==> src/rtl/dat_mem_arb_pkg.sv <==
// dat_mem_arb_pkg
//   Shared types for the dat_mem arbiter: the access-sequencer state
//   encoding and the requester index constants.
package dat_mem_arb_pkg;

  typedef enum logic [1:0] {
    IDLE   = 2'd0,
    ACCESS = 2'd1,
    RESP   = 2'd2
  } arb_state_t;

  localparam logic REQ0 = 1'b0;
  localparam logic REQ1 = 1'b1;

endpackage

==> src/rtl/dat_mem_arbiter_rr_pick2.sv <==
// rr_pick2
//   Combinational two-way round-robin picker.
//   Ports:
//     valid0, valid1 : request lines
//     last           : index of the requester granted most recently
//     grant          : index of the winner (meaningful when any_valid)
//     any_valid      : at least one request present
module rr_pick2
  import dat_mem_arb_pkg::*;
(
  input  logic valid0,
  input  logic valid1,
  input  logic last,
  output logic grant,
  output logic any_valid
);

  always_comb begin
    grant = REQ0;
    if (valid0 && valid1) begin
      // tie: the requester not granted last time wins
      grant = (last == REQ0) ? REQ1 : REQ0;
    end else if (valid1) begin
      grant = REQ1;
    end
  end

  assign any_valid = valid0 | valid1;

endmodule

==> src/rtl/dat_mem_arbiter.sv <==
// dat_mem_arbiter
//   Round-robin arbiter and three-state access sequencer between two
//   masters (core load/store unit, DMA/boot loader) and the single-port
//   dat_mem.
//
//   state  | meaning
//   IDLE   | sample valids, latch winner's request
//   ACCESS | drive latched request to dat_mem, capture read data
//   RESP   | one-cycle ack to winner, valids ignored
//
//   Ports:
//     clk, reset                : clock, async active-high reset
//     reqN_valid/we/addr/wdata  : request from requester N (held until ack)
//     reqN_ack                  : one-cycle completion pulse
//     reqN_rdata                : last read result for requester N
//     mem_addr/mem_dat_in       : latched address/data to dat_mem
//     mem_wr_en                 : write strobe, high only in ACCESS on writes
//     mem_dat_out               : combinational read data from dat_mem
//     busy                      : sequencer not idle
module dat_mem_arbiter
  import dat_mem_arb_pkg::*;
#(
  parameter int AW = 8,
  parameter int DW = 8
) (
  input  logic          clk,
  input  logic          reset,
  input  logic          req0_valid,
  input  logic          req0_we,
  input  logic [AW-1:0] req0_addr,
  input  logic [DW-1:0] req0_wdata,
  output logic          req0_ack,
  output logic [DW-1:0] req0_rdata,
  input  logic          req1_valid,
  input  logic          req1_we,
  input  logic [AW-1:0] req1_addr,
  input  logic [DW-1:0] req1_wdata,
  output logic          req1_ack,
  output logic [DW-1:0] req1_rdata,
  output logic [AW-1:0] mem_addr,
  output logic [DW-1:0] mem_dat_in,
  output logic          mem_wr_en,
  input  logic [DW-1:0] mem_dat_out,
  output logic          busy
);

  arb_state_t    state;
  logic          lat_we;
  logic [AW-1:0] lat_addr;
  logic [DW-1:0] lat_wdata;
  logic          lat_idx;
  logic          last;
  logic          grant;
  logic          any_valid;

  rr_pick2 u_pick (
    .valid0    (req0_valid),
    .valid1    (req1_valid),
    .last      (last),
    .grant     (grant),
    .any_valid (any_valid)
  );

  always_ff @(posedge clk or posedge reset) begin
    if (reset) begin
      state      <= IDLE;
      lat_we     <= 1'b0;
      lat_addr   <= '0;
      lat_wdata  <= '0;
      lat_idx    <= REQ0;
      last       <= REQ1;
      req0_ack   <= 1'b0;
      req1_ack   <= 1'b0;
      req0_rdata <= '0;
      req1_rdata <= '0;
    end else begin
      req0_ack <= 1'b0;
      req1_ack <= 1'b0;
      case (state)
        IDLE: begin
          if (any_valid) begin
            lat_idx <= grant;
            last    <= grant;
            if (grant == REQ1) begin
              lat_we    <= req1_we;
              lat_addr  <= req1_addr;
              lat_wdata <= req1_wdata;
            end else begin
              lat_we    <= req0_we;
              lat_addr  <= req0_addr;
              lat_wdata <= req0_wdata;
            end
            state <= ACCESS;
          end
        end
        ACCESS: begin
          // ack is raised here so it is a registered pulse during RESP
          if (lat_idx == REQ1) begin
            req1_ack <= 1'b1;
            if (!lat_we) req1_rdata <= mem_dat_out;
          end else begin
            req0_ack <= 1'b1;
            if (!lat_we) req0_rdata <= mem_dat_out;
          end
          state <= RESP;
        end
        RESP: begin
          state <= IDLE;
        end
        default: begin
          state <= IDLE;
        end
      endcase
    end
  end

  // Address/data stay on the latched values outside ACCESS; only the
  // strobe is gated, and it depends on registers alone.
  assign mem_addr   = lat_addr;
  assign mem_dat_in = lat_wdata;
  assign mem_wr_en  = (state == ACCESS) && lat_we;
  assign busy       = (state != IDLE);

endmodule

==> config.mk <==
export PLATFORM = sky130hd
export DESIGN_NAME = dat_mem_arbiter
export DESIGN_NICKNAME = d
export VERILOG_FILES = /design/src/rtl/dat_mem_arb_pkg.sv /design/src/rtl/dat_mem_arbiter_rr_pick2.sv /design/src/rtl/dat_mem_arbiter.sv
export SDC_FILE = /design/constraint.sdc
export NUM_CORES = 1
export LEC_CHECK = 0
export ABC_CLOCK_PERIOD_IN_PS = 2400
export BUFFER_PORTS_ARGS = -buffer_cell sky130_fd_sc_hd__buf_4
export CAP_MARGIN = 20
export CORE_UTILIZATION = 51
export CTS_BUF_LIST = sky130_fd_sc_hd__clkbuf_2 sky130_fd_sc_hd__clkbuf_4 sky130_fd_sc_hd__clkbuf_8
export DETAILED_ROUTE_END_ITERATION = 8
export GPL_ROUTABILITY_DRIVEN = 0
export PLACE_DENSITY_LB_ADDON = 0.12
export RECOVER_POWER = 50
export REMOVE_ABC_BUFFERS = 1
export SETUP_SLACK_MARGIN = 0.3
export SYNTH_ARGS = -nofsm -noshare
export SYNTH_HDL_FRONTEND = slang
export SYNTH_SLANG_ARGS = --single-unit
==> constraint.sdc <==
create_clock -name clk -period 2.4 [get_ports clk]
set_input_delay 0.24 -clock clk [delete_from_list [all_inputs] [get_ports clk]]
set_output_delay 0.24 -clock clk [all_outputs]
set_load 0.01 [all_outputs]
==> implementation parameters <==
Parameter                              Value

Synthesis
  Portion of synthesized cell area occupied by the leading cell type    roughly 54%
  Most instantiated flip-flop cell in the synthesis netlist    sky130_fd_sc_hd__dfrtp_1
  Netlist cell types    18
  Warnings from Yosys    0
  Library cell with the largest summed area after synthesis    sky130_fd_sc_hd__dfrtp_1
  Number of synthesized flops with an enable pin    0
  Share of async-settable or async-resettable flops after synthesis    100%
  Sequential-to-total area share from yosys stat    between 50% and 60%
  Cell count after synthesis    around 110
  Average size of a mapped cell    around 16 sq um
  Netlist area before placement    1760 sq um
  Cell types with the largest area share after synthesis    sky130_fd_sc_hd__dfrtp_1 54%, sky130_fd_sc_hd__mux2_2 22%, sky130_fd_sc_hd__mux2_4 14%, sky130_fd_sc_hd__dfstp_2 1.5%, sky130_fd_sc_hd__buf_6 1.3%
  Yosys reg bits    39

CTS
  Clock transition at the registers of the reported paths    approximately 0.12 ns
  H-tree levels    2
  Max Root-Sink Buffers    2
  Total of cells resized after clock tree synthesis    0
  Cts hold-fix bufs    0
  Post-CTS Setup Inserts    0
  Inserted Clock Buffers    5
  CTS Root Buffer Type    sky130_fd_sc_hd__clkbuf_4
  Sink count of the clock tree    39
  Clock tree from TritonCTS    built
  Clock latency on the worst-skew pair    about 0.34 ns

Floorplanning
  Starting Density    a little under three fifths
  Number of rows in the core area    20
  I/O pins    roughly 80
  Y dimension of the die    60.8 um
  Die Span X    a little over 60 um
  Area enclosed by the die boundary    between 3000 and 4000 sq um
  Core box area    approximately 3200 sq um

Run status
  Status    completed

Power and ir drop
  Int Pwr    about 2.0 mW
  Total leakage power    between 1 and 1.5 nW
  VDD IR max    approximately 0.58 mV
  Switching part of the total power    roughly 33%
  Net Switching    ~0.96 mW
  Combinational share of power    between 40 and 50%
  Clock power share    around 15%
  Power Density    between 1000 and 1500 nW/um^2
  Flop pwr share    approximately 40%

Detailed routing
  Total DRC errors in the routed layout    0
  First DRT Iteration DRCs    28
  Post-Route WL    about 3500 um
  DR vias/cell    between 4 and 5
  Number of vias after detailed routing    1,189
  Antenna-violating nets left    0
  Length of the first detailed-routing pass in iterations    2
  Detail-routed net length per standard cell    ~15 um

Final layout
  Share of cells above drive strength 1    between 60 and 70%
  Most common library cell in the layout ignoring fill and taps    sky130_fd_sc_hd__buf_4
  Utilization after layout    between 70% and 80%
  Final Net Count    241
  Layout overhead on the synthesized area    37.2%
  Diodes inserted    0
  Most used cells in the layout excluding fill and tap cells    67 x sky130_fd_sc_hd__buf_4, 38 x sky130_fd_sc_hd__dfrtp_1, 34 x sky130_fd_sc_hd__mux2_2

Global route
  Pin count of the biggest net entering global routing    40
  Via count of the first global-routing pass    1,182
  Routing usage on met3    under 10%
  Met1 layer usage reported by global route    between 20% and 30%
  First-pass GRT wire length    5430 um
  Total routing resource utilization after global routing    approximately a fifth
  Initial antenna violation count    0
  Gr busiest metal    met2
  Leftover overflow at the end of global routing    0
  Fraction of met2 tracks used by global routing    35.0%

STA
  Total negative slack    0 ns
  Worst Max-Slew Pin Slew    slightly below 0.7 ns
  Tightest slew margin relative to the limit    between 50% and 60%
  Clock period minus worst slack    ~1.7 ns
  Maximum frequency from static timing analysis    about 0.58 GHz
  Fraction of the cycle the final worst path needs    ~70%
  RSZ-0062 raised after global routing    no
  Final Slew Violations    0
  Setup violators final    0
  Worst clock skew on the final layout    0.00872 ns
  Min Hold Slack    about 0.0011 ns
  Endpoints failing hold    0

Setup path
  CP max FO    8
  Type of the worst setup path    register to register
  Kind of end point of the critical path    register
  Critical Path RT    ~2.6 ns
  Reg2Reg Launch Point    state[1]
  R2r setup slk    ~0.68 ns
  Worst r2r path cells    3
  Worst R2R End    req1_rdata[1]
  Kind of start point of the critical path    register
  Worst endpoint data arrival time    between 1.5 and 2 ns

Job
  Number of maximum-capacitance violations    0

Placed design
  IO buf count    81
  Detailed placer's ending HPWL    about 2600 um

Worst hold path
  Hold/Removal Path Class    primary input to async pin
[cells by family after synthesis]
family / share of synthesized area [%]
flip-flops: 55.5
multiplexers: 35.9
AND/OR/NAND/NOR: 3.98
buffers and inverters: 3.34
AO/OA/AOI/OAI: 1.28
[registers in the layout, indices dropped and copies added (netlist names)]
register    flops
last            1
req1_rdata      8
state           2
req1_ack        1
mem_dat_in      8
mem_addr        8
lat_we          1
req0_rdata      8
req0_ack        1
lat_idx         1
[cells in the mapped netlist (2+ instances only)]
master and instances:
sky130_fd_sc_hd__inv_1 3, sky130_fd_sc_hd__buf_6 2, sky130_fd_sc_hd__mux2_2 34, sky130_fd_sc_hd__dfrtp_1 38, sky130_fd_sc_hd__mux2_4 16, sky130_fd_sc_hd__nor3_2 2, sky130_fd_sc_hd__nor2_1 3
[layer usage]
layer / up-vias / wire length, um
met5: - / 0
met4: 0 / 114
met3: 12 / 210
met2: 47 / 1800
met1: 574 / 1390
li1: 556 / -
[worst max-delay path, stage by stage, from the launching register on]
cell and delay (ns):
sky130_fd_sc_hd__dfrtp_1 0.41, sky130_fd_sc_hd__nand2b_1 0.24, sky130_fd_sc_hd__nor3_2 0.56, sky130_fd_sc_hd__mux2_2 0.41
[final cells by class]
cell class                      count  area [sq um]
Sequential cell                    39           977
Multi-Input combinational cell     63           726
Inverter                            3          11.3
Fill cell                         232           736
Tap cell                           44          55.1
Clock buffer                        5          37.5
Timing Repair Buffer               83           567
Clock inverter                      3          43.8
[stage by stage]
| step | instance area (sq um) | power (mW) | cells | setup slack [ns] |
|---|---|---|---|---|
| after floorplan | 1710 | 1.97 | 105 | 0.606 |
| after global placement | 2390 | 2.58 | 232 | 0.767 |
| after detailed placement | 2390 | 2.63 | 232 | 0.743 |
| after CTS | 2470 | 3.07 | 240 | 0.706 |
| after global routing | 2420 | 3.12 | 240 | 0.585 |
| final | 2420 | 2.94 | 240 | 0.678 |
[how the worst max path moves through the flow]
stage | start | endpoint
floorplan | last | mem_addr[0]
global placement | state[1] | req0_rdata[3]
detailed placement | state[1] | req1_rdata[5]
CTS | state[1] | req1_rdata[6]
global route | state[1] | req1_rdata[6]
finish | state[1] | req1_rdata[1]
[power groups by stage]
stage                     logic, mW  clock network (mW)  registers, mW
final                          1.33               0.430           1.17
after global routing           1.43               0.472           1.22
after CTS                      1.45               0.443           1.18
after detailed placement       1.45                   0           1.19
after global placement         1.41                   0           1.17
after floorplan               0.664                   0           1.30
No activity file was read; power rests on OpenSTA's default activity.
